<file path="config.mk">
export PLATFORM = sky130hd
export DESIGN_NAME = delta_encode
export DESIGN_NICKNAME = d
export VERILOG_FILES = /design/src/rtl/delta_pkg.sv /design/src/rtl/delta_predictor.sv /design/src/rtl/delta_encode.sv
export SDC_FILE = /design/constraint.sdc
export NUM_CORES = 1
export LEC_CHECK = 0
export ABC_AREA = 1
export CAP_MARGIN = 20
export CORE_MARGIN = 5
export CORE_UTILIZATION = 45
export DETAILED_ROUTE_END_ITERATION = 6
export GPL_TIMING_DRIVEN = 0
export PLACE_DENSITY_LB_ADDON = 0.2
export SKIP_CTS_REPAIR_TIMING = 1
export SLEW_MARGIN = 25
export SYNTH_ARGS = -nofsm -noshare
export SYNTH_HDL_FRONTEND = slang
export SYNTH_SLANG_ARGS = --single-unit
</file>
<file path="constraint.sdc">
create_clock -name CLK100MHZ -period 7.63 [get_ports CLK100MHZ]
set_clock_uncertainty 0.2 [all_clocks]
set_input_delay 1.526 -clock CLK100MHZ [delete_from_list [all_inputs] [get_ports CLK100MHZ]]
set_output_delay 1.526 -clock CLK100MHZ [all_outputs]
set_load 0.01 [all_outputs]
</file>
<file path="src/rtl/delta_pkg.sv">
// Constants and state type shared by the delta-modulation encoder and decoder.
package delta_pkg;

    localparam int DELTA_WIDTH = 8;
    localparam int DELTA_STEP  = 20;
    localparam int DELTA_MAX   = 127;
    localparam int DELTA_MIN   = -128;

    typedef enum logic [0:0] {
        IDLE,
        ENCODE
    } state_t;

endpackage

</file>
<file path="src/rtl/delta_predictor.sv">
// Predictor accumulator: steps by +/-STEP per enabled bit, with an optional overload guard.
module delta_predictor #(
    parameter int unsigned WIDTH = 8,
    parameter int unsigned STEP  = 20,
    parameter bit          GUARD = 1'b1
) (
    input  logic                    CLK100MHZ,
    input  logic                    reset,
    input  logic                    enable,
    input  logic                    bit_in,
    output logic                    bit_out,
    output logic signed [WIDTH-1:0] predict
);

    localparam int unsigned PW   = WIDTH + 1;
    localparam int          HI_I = (2 ** (WIDTH - 1) - 1) - int'(STEP);
    localparam int          LO_I = -(2 ** (WIDTH - 1)) + int'(STEP);

    logic signed [WIDTH:0] hi_lim;
    logic signed [WIDTH:0] lo_lim;
    logic signed [WIDTH:0] step_ext;
    logic signed [WIDTH:0] p_ext;
    logic signed [WIDTH:0] p_next;

    assign hi_lim   = PW'(HI_I);
    assign lo_lim   = PW'(LO_I);
    assign step_ext = PW'(STEP);
    assign p_ext    = {predict[WIDTH-1], predict};

    // Guard flips the bit rather than saturating, so the decoder stays in lockstep.
    always_comb begin
        bit_out = bit_in;
        if (GUARD) begin
            if (bit_in && (p_ext > hi_lim)) begin
                bit_out = 1'b0;
            end else if (!bit_in && (p_ext < lo_lim)) begin
                bit_out = 1'b1;
            end
        end
        p_next = bit_out ? (p_ext + step_ext) : (p_ext - step_ext);
    end

    always_ff @(posedge CLK100MHZ) begin
        if (reset) begin
            predict <= '0;
        end else if (enable) begin
            predict <= p_next[WIDTH-1:0];
        end
    end

endmodule

</file>
<file path="src/rtl/delta_encode.sv">
// Delta-modulation encoder: accepts one signed sample, emits BITS_PER_SAMPLE up/down bits.
module delta_encode
    import delta_pkg::*;
#(
    parameter int unsigned WIDTH           = DELTA_WIDTH,
    parameter int unsigned STEP            = DELTA_STEP,
    parameter int unsigned BITS_PER_SAMPLE = 4,
    parameter int unsigned BIT_DIV         = 1
) (
    input  logic                    CLK100MHZ,
    input  logic                    reset,
    input  logic                    start,
    input  logic signed [WIDTH-1:0] sample_in,
    input  logic                    sample_valid,
    output logic                    sample_ready,
    output logic                    encode,
    output logic                    bit_valid,
    output logic signed [WIDTH-1:0] predict
);

    state_t                  state_q;
    logic signed [WIDTH-1:0] sample_q;
    logic [7:0]              bit_cnt_q;
    logic [7:0]              div_cnt_q;
    logic                    fire;
    logic                    raw_bit;
    logic                    enc_bit;

    assign fire    = start && (state_q == ENCODE) && (div_cnt_q == 8'd0);
    assign raw_bit = sample_q > predict;

    delta_predictor #(
        .WIDTH (WIDTH),
        .STEP  (STEP),
        .GUARD (1'b1)
    ) u_predictor (
        .CLK100MHZ (CLK100MHZ),
        .reset     (reset),
        .enable    (fire),
        .bit_in    (raw_bit),
        .bit_out   (enc_bit),
        .predict   (predict)
    );

    always_ff @(posedge CLK100MHZ) begin
        if (reset) begin
            state_q      <= IDLE;
            sample_q     <= '0;
            bit_cnt_q    <= '0;
            div_cnt_q    <= '0;
            encode       <= 1'b0;
            bit_valid    <= 1'b0;
            sample_ready <= 1'b1;
        end else begin
            bit_valid <= 1'b0;
            if (start) begin
                unique case (state_q)
                    IDLE: begin
                        if (sample_valid) begin
                            sample_q     <= sample_in;
                            div_cnt_q    <= 8'(BIT_DIV - 1);
                            bit_cnt_q    <= '0;
                            sample_ready <= 1'b0;
                            state_q      <= ENCODE;
                        end
                    end
                    ENCODE: begin
                        if (div_cnt_q == 8'd0) begin
                            encode    <= enc_bit;
                            bit_valid <= 1'b1;
                            div_cnt_q <= 8'(BIT_DIV - 1);
                            if (bit_cnt_q == 8'(BITS_PER_SAMPLE - 1)) begin
                                bit_cnt_q    <= '0;
                                sample_ready <= 1'b1;
                                state_q      <= IDLE;
                            end else begin
                                bit_cnt_q <= bit_cnt_q + 8'd1;
                            end
                        end else begin
                            div_cnt_q <= div_cnt_q - 8'd1;
                        end
                    end
                    default: state_q <= IDLE;
                endcase
            end
        end
    end

endmodule

</file>
* Yosys cells after proc, flatten, opt, wreduce, memory -nomap -nowiden
Index checks and enable logic that the tools add are counted.
** Cells by class
- Reductions and logical operators :: 12
- Bitwise gates (word level) :: 2
- Equal/unequal tests :: 4
- Magnitude comparators :: 3
- Add/subtract/negate cells :: 4
- Mux-type cells :: 18
** Operators by type and width (number)
- $mux W8 :: 5
- $pmux W8 S2 :: 2
- $mux W1 :: 9
- $reduce_and A3 Y1 :: 3
- $add A8 B1 Y8 const B :: 1
- $add A8 B6 Y8 const B :: 1
- $eq A8 B2 Y1 const B :: 1
- $gt A8 B8 Y1 :: 1
- $gt A8 B8 Y1 const B :: 1
- $logic_not A8 Y1 :: 1
- $lt A8 B8 Y1 const B :: 1
- $sub A8 B1 Y8 const B :: 1
- $sub A8 B6 Y8 const B :: 1
- $logic_and A1 B1 Y1 :: 4
- $ne A2 B1 Y1 const B :: 2
- $pmux W1 S2 :: 2
- $reduce_and A4 Y1 :: 1
- $reduce_or A3 Y1 :: 1
- $ne A2 B2 Y1 const B :: 1
- $not A1 Y1 :: 2
- $reduce_and A2 Y1 :: 1
- $logic_not A1 Y1 :: 1
** Storage, ports and cells
- Input port bits :: 12
- Register bits after elaboration :: 36
- Word-level logic and storage cells :: 51
- Output and inout port bits :: 11

* Depth between registers and ports, before layout
Gate-level depths: netlist of the first run.
- Depth in word-level cells :: 6
- Gate-level depth with buffers :: 24
- Mapped depth without buffers :: 24

* Hierarchy
Synthesis of the first run repeated with hierarchy kept, for this count alone.
** Unflattened totals
- Cell total of the unflattened synthesis :: 323
- Area total of the unflattened synthesis :: 2165.8 um2
** Modules (own cells, without submodules)
- delta_encode :: seq. area each 560.5 um2, instances 1, area an instance 1654.1 um2, cells an instance 245
- delta_predictor :: seq. area each 120.1 um2, instances 1, area an instance 511.7 um2, cells an instance 78

* Worst setup path after synthesis of the first run
No wires, ideal clock.
- Kind :: flip-flop to flip-flop
- Start :: register u_predictor.predict[7]
- End :: register u_predictor.predict[7]
- Data arrival time :: 2.621 ns
- Path slack :: 4.699 ns
- Cell stages (with the launch flop) :: 23
- Clock period less this slack :: 2.931 ns
- Library setup time :: 0.110 ns
- Buffers on the path :: 0
- Required time :: 7.320 ns
- Path through :: dfxtp_1 inv_1 ha_1 nand2_1 nor2_1 nand2_1 nand3_1 nand2_1 nand3_1 nand2_1 nand2_1 inv_1 ha_1 a21oi_1 nand2_1 nand2_1 nand2_1 a21oi_1 nand3_1 nand3_1 nand2_1 inv_1 nor2_1
** On the way
- Cells in the longest elaborated chain, start to end :: 6
- Elaborated cells between the ends (all ways) :: 11
- Classes of those cells :: add/sub (2); order compare (3); mux (3); reduce/logical (3)
** Ends and longest elaborated chain
- start: declaration :: line delta_predictor.sv:12 : output logic signed [WIDTH-1:0] predict
- start signal: assignment :: line delta_predictor.sv:47 : predict <= p_next[WIDTH-1:0];
- $gt A8 B8 Y1 :: line delta_encode.sv:30 : assign raw_bit = sample_q > predict;
- $logic_not A1 Y1 :: line delta_predictor.sv:36 : end else if (!bit_in && (p_ext < lo_lim)) begin
- $logic_and A1 B1 Y1 :: line delta_predictor.sv:36
- $mux W1 :: line delta_predictor.sv:36
- $mux W1 (*) :: line delta_predictor.sv:34 : if (bit_in && (p_ext > hi_lim)) begin
- via enc_bit :: line delta_encode.sv:27 : logic enc_bit;
- $mux W8 (*) :: line delta_predictor.sv:40 : p_next = bit_out ? (p_ext + step_ext) : (p_ext - step_ext);
The timed path passes the listed nets; every way through them passes the cells marked *.
A chain may end at the register's enable or synchronous reset.

* Final worst setup path of the first run
- Start :: input port start
- End :: register sample_q[2]
** On the way
- Cells in the longest elaborated chain, start to end :: 1
** Ends and longest elaborated chain
- start: declaration :: line delta_encode.sv:12 : input logic start,
- $reduce_and A3 Y1 (no line)
- end signal: assignment :: line delta_encode.sv:60 : sample_q <= sample_in;
- end: declaration :: line delta_encode.sv:22 : logic signed [WIDTH-1:0] sample_q;
No other way between the ends.

==> out/metrics.cfg, run 1 <==
[outcome]
status = complete, no violations

[timing]
min_period_ns = 3.290
rsz0062_at_grt = false
max_freq_ghz = 0.3039
finalCritPeriodShare_pct = 43.12
worst_slack_ns = 4.340
finalHoldViolCount = 0
slew_violations = 0
tns_ns = 0
final-setup-viol-count = 0

[floorplanning]
io_pins = 23
die-area_mm2 = 0.005485
die_h_um = 74.06
initial_core_util_pct = 46.17
dieWidth_um = 74.06
core_area_mm2 = 0.004000
num_rows = 23

[critical_path]
max_stage_delay_ns = 0.55
critPathSlowestCell = clkdlybuf4s50_1
crit_type = primary input to flop
cp_top_family = buffers and inverters
path_cells = clkdlybuf4s50_1, nand2_1, nor2_1, clkinv_1, o21ai_0, a21oi_1
critPathArrivalTime_ns = 3.26
crit_path_end_kind = flop
path_buf_inv = 2
required_ns = 7.60
cp_max_fo = 9
start_kind = primary input

[flow_run]
maxCapViolCount = 0

[grt]
antenna_found_initial = 0
grt_overflow = 0
grt_start_max_net_pins = 11
grt_pass1_vias = 1434
grt_usage_pct = 14.41
grt_pass1_wl_um = 6134

[cells_and_area]
area_growth_syn_to_layout_pct = 18.02
layout-drive-gt1-share_pct = 8.487
diodes = 0
final_cells = 321
nets = 297

[placed_design]
dp.cells = 314
place_ws_ns = 4.032
hpwl_um = 2637
globalplace.congestion = 0.8087
io_buffers = 19

[synth]
ys.flop_type = dfxtp_1
ys_warn_count = 0
async_flop_share_pct = 0
netlist_instances = 244
synth_edf_count = 0
synthesis.area_mm2 = 0.001847
ys_ff_latch = 34
syn_avg_cell_area_um2 = 7.569
yosysUniqueCellTypes = 33
seq_area_frac_synth_pct = 36.86

[worst_hold_path]
worstHoldPathType = flop to flop

[cts]
clock_latency_ns = 0.28
cts_buffer_depth = 2
root_buffer = clkbuf_8
numCtsBuffers = 5
clk_pin_slew_ns = 0.06
cts.sinks = 34
tritoncts = built
cts_htree_levels = 2

[routing]
vias = 1559
antenna_left = 0
wl_per_cell_um = 10.88
wirelength_um = 3494
drt-initial-drc-count = 85
routed_via_density = 4.857
dr.pass1.iters = 4
drcViolationCount = 0

[pwr]
p_clk_share_pct = 27.0
p_leak_nw = 0.9545
p_switching_mw = 0.1498
peakVddDrop_v = 0.0001022
seq_power_share_pct = 44.0
power_density_mw_per_mm2 = 210.8
total_power_mw = 0.4595
p_int_mw = 0.3096
swShare_pct = 32.61
pwr-share-comb_pct = 29.0

power by group through the flow:
stage               Sequential, mW  Clock, mW  Combinational (mW)
finish                       0.202      0.124               0.133
global placement             0.206          0               0.131
global route                 0.204      0.137               0.153
detailed placement           0.206          0               0.133
floorplan                    0.205          0               0.100
CTS                          0.202      0.129               0.134
synthesized netlist by cell type, drive strengths merged (2+ instances only):
| master | n | area, um2 |
|---|---|---|
| nor3b | 3 | 22.52 |
| xnor2 | 4 | 35.03 |
| nand4 | 5 | 31.28 |
| buf | 2 | 15.01 |
| a21oi | 19 | 95.09 |
| nor2 | 34 | 135.1 |
| clkbuf | 2 | 7.510 |
| or2 | 3 | 21.27 |
| nand2 | 40 | 172.7 |
| nand3 | 12 | 65.06 |
| dfxtp | 34 | 680.7 |
| nor4 | 2 | 27.53 |
| nor3 | 6 | 46.30 |
| a211oi | 2 | 15.01 |
| inv | 33 | 123.9 |
| o21ai | 19 | 95.09 |
| xor2 | 5 | 43.79 |
| ha | 13 | 162.7 |
cells in the final DEF (no fill, tap or decap), types with 3 or more instances in the layout:
cell type        netlist  layout
nand2_1               35      35
dfxtp_1               34      34
inv_1                 32      32
nor2_1                31      31
a21oi_1               19      19
o21ai_0               19      19
clkdlybuf4s50_1        0      19
ha_1                  13      13
nand3_1               11      11
nand4_1                5       5
xor2_1                 5       5
clkbuf_8               0       5
nor3_1                 4       4
clkbuf_1               2       4
xnor2_1                4       4
nor2_2                 3       3
nand2_2                3       3
nor3b_1                3       3
cell families after synthesis:
group | after synthesis | share of synthesized area, %
adders and majority gates | 14 | 9.892
xor gates and xnor gates | 9 | 4.268
buffers and inverters | 38 | 8.130
and+or+nand+nor | 105 | 28.25
other | 1 | 0.2031
DFF | 34 | 36.86
AOI/OAI and AO/OA | 43 | 12.40
layer usage:
metal	track usage (%)	wire (um)
met5	0	0
met1	18.53	1781
met3	4.189	186
met2	21.95	1448
met4	7.243	77
final timing paths:
| check | start | endpoint | slack, ns | depth (start not counted) |
|---|---|---|---|---|
| worst max-delay path | start | sample_q[2] | 4.34 | 6 |
| worst min-delay path | sample_q[2] | sample_q[2] | 0.28 | 2 |
| worst max register to register | u_predictor.predict[7] | u_predictor.predict[7] | 4.38 | 23 |
| worst min register to register | sample_q[2] | sample_q[2] | 0.28 | 2 |
cell type report:
class / count / area [um2]
flip-flops and latches: 34 / 680.7
well taps: 50 / 62.56
clock buffers: 7 / 76.32
repair buffers: 19 / 190.2
multi-input cells: 173 / 1020
fillers: 392 / 1821
inverters: 34 / 127.6
plain buffers: 4 / 22.52
worst min-delay path: stages (launching register included):
cell and delay, ns:
dfxtp_1 0.30, inv_1 0.06, a21oi_1 0.06
flip-flops by register name, summed over array words and instances (netlist names):
name                 count
encode                   1
sample_ready             1
bit_cnt_q                8
state_q                  1
sample_q                 8
bit_valid                1
u_predictor.predict      6
div_cnt_q                8
stage by stage:
step	util, %	cell area, um2	hold slack [ns]
after global routing	54.49	2180	0.2956
after detailed placement	52.58	2103	0.2754
final	54.49	2180	0.2798
after CTS	54.49	2180	0.2850
after floorplan	-	1851	0.2331
after global placement	52.58	2103	0.2485
(Power assumes the default switching activity.)
==> run 2: changes to the inputs <==
==> constraint.sdc (replaced) <==
create_clock -name CLK100MHZ -period 3.2 [get_ports CLK100MHZ]
set_clock_uncertainty 0.2 [all_clocks]
set_input_delay 0.64 -clock CLK100MHZ [delete_from_list [all_inputs] [get_ports CLK100MHZ]]
set_output_delay 0.64 -clock CLK100MHZ [all_outputs]
set_load 0.01 [all_outputs]
==> run 2 against run 1 <==
  * Non-clock buffer count rose by 2
  * Setup slack worse by 4.1 ns
  * Via count is 0.83% higher
  * Die area is the same
  * Global-route usage is the same
  * Cell count is 0.62% higher
  * Worst hold slack hardly changed
  * Clock-buffer cell count did not move
  * Sequential share of layout area fell by 0.39 points
  * Critical path depth up 17
  * Clock power is 140% higher
  * Critical endpoint is now u_predictor.predict[7]
  * Highest routed layer unchanged
==> out/metrics.cfg, run 2 (synthesis results as in run 1) <==
[outcome]
status = complete, no violations

[placed_design]
place_ws_ns = -0.001280  ; -4.033 ns
hpwl_um = 2637  ; unchanged
globalplace.congestion = 0.8087  ; unchanged
io_buffers = 19  ; unchanged
dp.cells = 314  ; unchanged

[cts]
cts_htree_levels = 2  ; unchanged
tritoncts = built
root_buffer = clkbuf_8
clock_latency_ns = 0.28  ; about the same
cts_buffer_depth = 2  ; unchanged
clk_pin_slew_ns = 0.07  ; about the same
cts.sinks = 34  ; unchanged
numCtsBuffers = 5  ; unchanged

[timing]
finalCritPeriodShare_pct = 91.74
finalHoldViolCount = 0  ; unchanged
final-setup-viol-count = 0  ; unchanged
worst_slack_ns = 0.2644  ; -4.075 ns
max_freq_ghz = 0.3406
min_period_ns = 2.936
slew_violations = 0  ; unchanged
whs_ns = 0.2797  ; -0.0001130 ns

[floorplanning]
io_pins = 23  ; unchanged
dieWidth_um = 74.06  ; unchanged
initial_core_util_pct = 46.17  ; unchanged
num_rows = 23  ; unchanged
die_h_um = 74.06  ; unchanged
die-area_mm2 = 0.005485  ; unchanged
core_area_mm2 = 0.004000  ; unchanged

[grt]
grt_overflow = 0  ; unchanged
grt_pass1_wl_um = 6134  ; unchanged
antenna_found_initial = 0  ; unchanged
grt_start_max_net_pins = 11  ; unchanged
grt_usage_pct = 14.41  ; unchanged
grt_pass1_vias = 1434  ; unchanged

[pwr]
pwr-share-comb_pct = 31.8  ; +2.8 points
total_power_mw = 1.143  ; +150%
p_clk_share_pct = 25.9  ; -1.1 points
power_density_mw_per_mm2 = 511.2  ; +140%
seq_power_share_pct = 42.3  ; -1.7 points
p_int_mw = 0.7673  ; +150%
p_switching_mw = 0.3758  ; +150%
peakVddDrop_v = 0.0002511  ; +150%
swShare_pct = 32.88  ; +0.26 points
p_leak_nw = 0.9679  ; +1.4%

[routing]
drcViolationCount = 0  ; unchanged
vias = 1572  ; +0.83%
antenna_left = 0  ; unchanged
wirelength_um = 3632  ; +3.9%
drt-initial-drc-count = 79  ; -7.1%
routed_via_density = 4.867  ; +0.21%
wl_per_cell_um = 11.24  ; +3.3%
dr.pass1.iters = 4  ; unchanged

[cells_and_area]
diodes = 0  ; unchanged
final_core_util_pct = 55.90  ; +1.4 points
final_cell_mix = 34 x nand2_1, 32 x inv_1, 30 x nor2_1
final_cells = 323  ; +0.62%
layout-drive-gt1-share_pct = 13.19  ; +4.7 points
area_growth_syn_to_layout_pct = 21.07
top_regs = bit_cnt_q: 8 flops, div_cnt_q: 8 flops, sample_q: 8 flops
nets = 299  ; +0.67%
mostFrequentLayoutCell = nand2_1

[critical_path]
path_cells = inv_1, ha_1, nand2_1, nor2_2, nand2_1, nand3_1, nand2_1, nand3_1, nand2_1, nand2_4, inv_1, ha_2, a21oi_2, nand2_1, nand2_1, nand2_1, a21oi_2, inv_1, nand2_1, nand3_1, nand2_1, inv_1, nor2_1
r2r_cells = 23  ; unchanged
crit_end = u_predictor.predict[7]
timing.rr.start = u_predictor.predict[5]
crit_type = flop to flop
crit_start = u_predictor.predict[5]
required_ns = 3.22  ; -4.38 ns
cp_common_cell = nand2_1
crit_path_end_kind = flop
critPathSlowestCell = dfxtp_2
reg2reg_slack_ns = 0.26  ; -4.12 ns
reg2reg_to = u_predictor.predict[7]
start_kind = flop
max_stage_delay_ns = 0.34  ; -0.21 ns
critPathArrivalTime_ns = 2.96  ; -0.30 ns
cp_max_fo = 5  ; -4

[worst_hold_path]
worstHoldPathType = flop to flop

[flow_run]
maxCapViolCount = 0  ; unchanged

## run 2: changes by cell type in the layout (fill, tap and decap cells not counted), sizes merged
cell	delta
buf	+2
## run 2: routing by layer
metal  vias to the layer above  routed length [um]  GRT usage (%)
met5                         -                   0              0
met4                         0                  77          7.243
met3                         6                 185          4.189
met2                        29                1562          21.95
met1                       683                1805          18.53
li1                        854                   -              -
## run 2: worst min-delay path by stage
stage | from | end | slack [ns] | cells after the start
3_5_place_dp | sample_q[2] | sample_q[2] | 0.28 | 2
6_report | sample_q[2] | sample_q[2] | 0.28 | 2
2_1_floorplan | sample_q[2] | sample_q[2] | 0.23 | 2
4_1_cts | sample_q[2] | sample_q[2] | 0.29 | 2
5_1_grt | sample_q[2] | sample_q[2] | 0.30 | 2
3_3_place_gp | sample_q[2] | sample_q[2] | 0.25 | 2
## run 2: metrics by stage
step                  TNS, ns  cell area, um2
finish                      0            2236
global route         -0.05957            2236
CTS                  -0.03614            2180
detailed placement  -0.001280            2103
global placement            0            2103
floorplan                   0            1851
## run 2: layout make-up
cell class,count,area [um2]
Timing Repair Buffer,21,205.2
Fill cell,390,1764
Buffer,4,22.52
Tap cell,50,62.56
Inverter,34,127.6
Sequential cell,34,689.4
Multi-Input combinational cell,173,1052
Clock buffer,7,76.32
## run 2: power by group through the flow
| stage | Sequential, mW | Combinational (mW) | Clock [mW] |
|---|---|---|---|
| after global routing | 0.489 | 0.411 | 0.327 |
| after global placement | 0.491 | 0.312 | 0 |
| after CTS | 0.482 | 0.319 | 0.309 |
| after detailed placement | 0.491 | 0.316 | 0 |
| after floorplan | 0.489 | 0.239 | 0 |
| final | 0.483 | 0.363 | 0.296 |
## run 2: critical path: cells and delay by family (launching register included)
| family | cells | cell delay (ns) |
|---|---|---|
| simple gates | 15 | 1.15 |
| buf+inv | 4 | 0.23 |
| flops | 1 | 0.34 |
| fa+ha+maj | 2 | 0.61 |
| compound gates | 2 | 0.33 |
==> run 3: changes to the inputs <==
--- a/config.mk
+++ b/config.mk
@@ -8,9 +8,8 @@
 export ABC_AREA = 1
 export CAP_MARGIN = 20
 export CORE_MARGIN = 5
-export CORE_UTILIZATION = 45
+export CORE_UTILIZATION = 30
 export DETAILED_ROUTE_END_ITERATION = 6
-export GPL_TIMING_DRIVEN = 0
 export PLACE_DENSITY_LB_ADDON = 0.2
 export SKIP_CTS_REPAIR_TIMING = 1
 export SLEW_MARGIN = 25
==> run 3 against run 2 <==
  * Power down 2.0%
  * Via count is 0.13% lower
  * Critical path depth stayed put
  * Sequential share of layout area is 0.62 points lower
  * Flip-flop and latch count is the same
  * Combinational power fell by 4%
  * Clock-buffer cell count stayed put
  * Largest cell class unchanged
==> out/metrics.cfg, run 3 (synthesis results as in run 1) <==
[outcome]
status = complete, no violations

[cells_and_area]
top_regs = bit_cnt_q: 8 flops, div_cnt_q: 8 flops, sample_q: 8 flops
area_growth_syn_to_layout_pct = 22.43
final_cell_mix = 35 x nand2_1, 32 x inv_1, 32 x dfxtp_1
n_fill_cell = 643  ; +65%
mostFrequentLayoutCell = nand2_1
nets = 301  ; +0.67%
layout-drive-gt1-share_pct = 11.64  ; -1.6 points
diodes = 0  ; unchanged

[routing]
dr.pass1.iters = 4  ; unchanged
wirelength_um = 3845  ; +5.9%
drt-initial-drc-count = 51  ; -35%
wl_met2_um = 1653  ; +5.8%
drcViolationCount = 0  ; unchanged
vias = 1570  ; -0.13%
routed_via_density = 4.486  ; -7.8%
routed.top_layer = met4
met1Wirelength_um = 1994  ; +10%
antenna_left = 0  ; unchanged
wl_per_cell_um = 10.99  ; -2.3%
dr_wl_met3_um = 144  ; -22%

[floorplanning]
initial_core_util_pct = 31.01  ; -15 points
io_pins = 23  ; unchanged
die_h_um = 88.46  ; +19%
die-area_mm2 = 0.007825  ; +43%
num_rows = 28  ; +22%
core_area_mm2 = 0.005956  ; +49%
dieWidth_um = 88.46  ; +19%

[timing]
finalCritPeriodShare_pct = 90.52  ; -1.2 points
rsz0062_at_grt = false
whs_ns = 0.2722  ; -0.007504 ns
final-setup-viol-count = 0  ; unchanged
max_freq_ghz = 0.3452  ; +1.3%
min_period_ns = 2.897  ; -0.03889 ns
slew_violations = 0  ; unchanged
finalHoldViolCount = 0  ; unchanged
tns_ns = 0  ; unchanged

[pwr]
p_leak_nw = 0.9835  ; +1.6%
peakVddDrop_v = 0.0001902  ; -24%
power_density_mw_per_mm2 = 495.5  ; -3.1%
total_power_mw = 1.120  ; -2.0%

[cts]
clk_pin_slew_ns = 0.07  ; about the same
numCtsBuffers = 5  ; unchanged
clock_latency_ns = 0.28  ; about the same
cts.sinks = 34  ; unchanged
tritoncts = built
cts_buffer_depth = 2  ; unchanged
root_buffer = clkbuf_8
cts_htree_levels = 2  ; unchanged

[critical_path]
required_ns = 3.22  ; about the same
start_kind = flop
r2r_cells = 23  ; unchanged
cp_max_fo = 5  ; unchanged
reg2reg_slack_ns = 0.30  ; +0.04 ns
crit_path_end_kind = flop
crit_end = u_predictor.predict[7]
critPathArrivalTime_ns = 2.92  ; -0.04 ns
timing.rr.start = u_predictor.predict[7]
crit_start = u_predictor.predict[7]
crit_type = flop to flop
reg2reg_to = u_predictor.predict[7]

[grt]
grt_overflow = 0  ; unchanged
grt_pass1_wl_um = 6423  ; +4.7%
grt_usage_pct = 10.60  ; -3.8 points
grt_pass1_vias = 1396  ; -2.6%
antenna_found_initial = 0  ; unchanged
grt_start_max_net_pins = 15  ; +4

[placed_design]
io_buffers = 20  ; +1
globalplace.congestion = 0.8040  ; -0.58%
hpwl_um = 2885  ; +9.4%

[worst_hold_path]
worstHoldPathType = flop to flop

[flow_run]
maxCapViolCount = 0  ; unchanged

run 3: cell count changes in the layout (fill, tap and decap cells not counted), sizes merged:
cell,previous run,this run
buf,4,7
clkbuf,9,7
clkdlybuf4s50,19,20
run 3: cell type report:
| cell class | instances | area, um2 | share of cell area (%) |
|---|---|---|---|
| inverter | 34 | 127.6 | 5.645 |
| timing repair buffer | 27 | 252.7 | 11.18 |
| multi-input combinational | 173 | 1027 | 45.43 |
| sequential | 34 | 683.2 | 30.22 |
| tap | 75 | 93.84 | 4.151 |
| clock buffer | 7 | 76.32 | 3.376 |
run 3: worst max-delay path, cell delays in order, from the launching register on:
cell     delay [ns]
dfxtp_2        0.36
inv_1          0.06
ha_1           0.32
nand2_1        0.08
nor2_1         0.14
nand2_1        0.09
nand3_1        0.07
nand2_1        0.05
nand3_1        0.06
nand2_1        0.07
nand2_1        0.07
inv_1          0.04
ha_1           0.33
a21oi_2        0.17
nand2_1        0.06
nand2_1        0.07
nand2_1        0.06
a21oi_2        0.14
inv_1          0.05
nand2_1        0.08
nand3_1        0.08
nand2_1        0.08
inv_1          0.03
nor2_1         0.08
run 3: per-layer routing:
metal | track usage, % | up-vias
li1 | - | 852
met1 | 14.72 | 688
met2 | 15.16 | 26
met4 | 4.121 | 0
met3 | 3.445 | 4
met5 | 0 | -
run 3: stage by stage:
| stage | instances | setup slack, ns | instance area (um2) | util (%) |
|---|---|---|---|---|
| 2_1_floorplan | 245 | 0.2692 | 1851 | - |
| 3_3_place_gp | 343 | 0.2775 | 2175 | 36.51 |
| 3_5_place_dp | 343 | 0.2353 | 2175 | 36.51 |
| 4_1_cts | 350 | 0.2029 | 2251 | 37.79 |
| 5_1_grt | 350 | 0.01918 | 2261 | 37.96 |
| 6_report | 350 | 0.3033 | 2261 | 37.96 |
run 3: how the worst min path moves through the flow:
stage | startpoint | end | slack, ns | cells after the start
after global routing | sample_q[2] | sample_q[2] | 0.28 | 2
after floorplan | sample_q[2] | sample_q[2] | 0.23 | 2
after CTS | sample_q[2] | sample_q[2] | 0.27 | 2
after detailed placement | sample_q[2] | sample_q[2] | 0.26 | 2
final | sample_q[2] | sample_q[2] | 0.27 | 2
after global placement | sample_q[2] | sample_q[2] | 0.25 | 2
run 3: power breakdown:
| group | internal (mW) | switching, mW | leakage [nW] | total [mW] |
|---|---|---|---|---|
| sequential | 0.453 | 0.0252 | 0.278 | 0.478 |
| combinational | 0.152 | 0.194 | 0.667 | 0.347 |
| clock | 0.150 | 0.146 | 0.0383 | 0.296 |
| total | 0.754 | 0.366 | 0.984 | 1.12 |
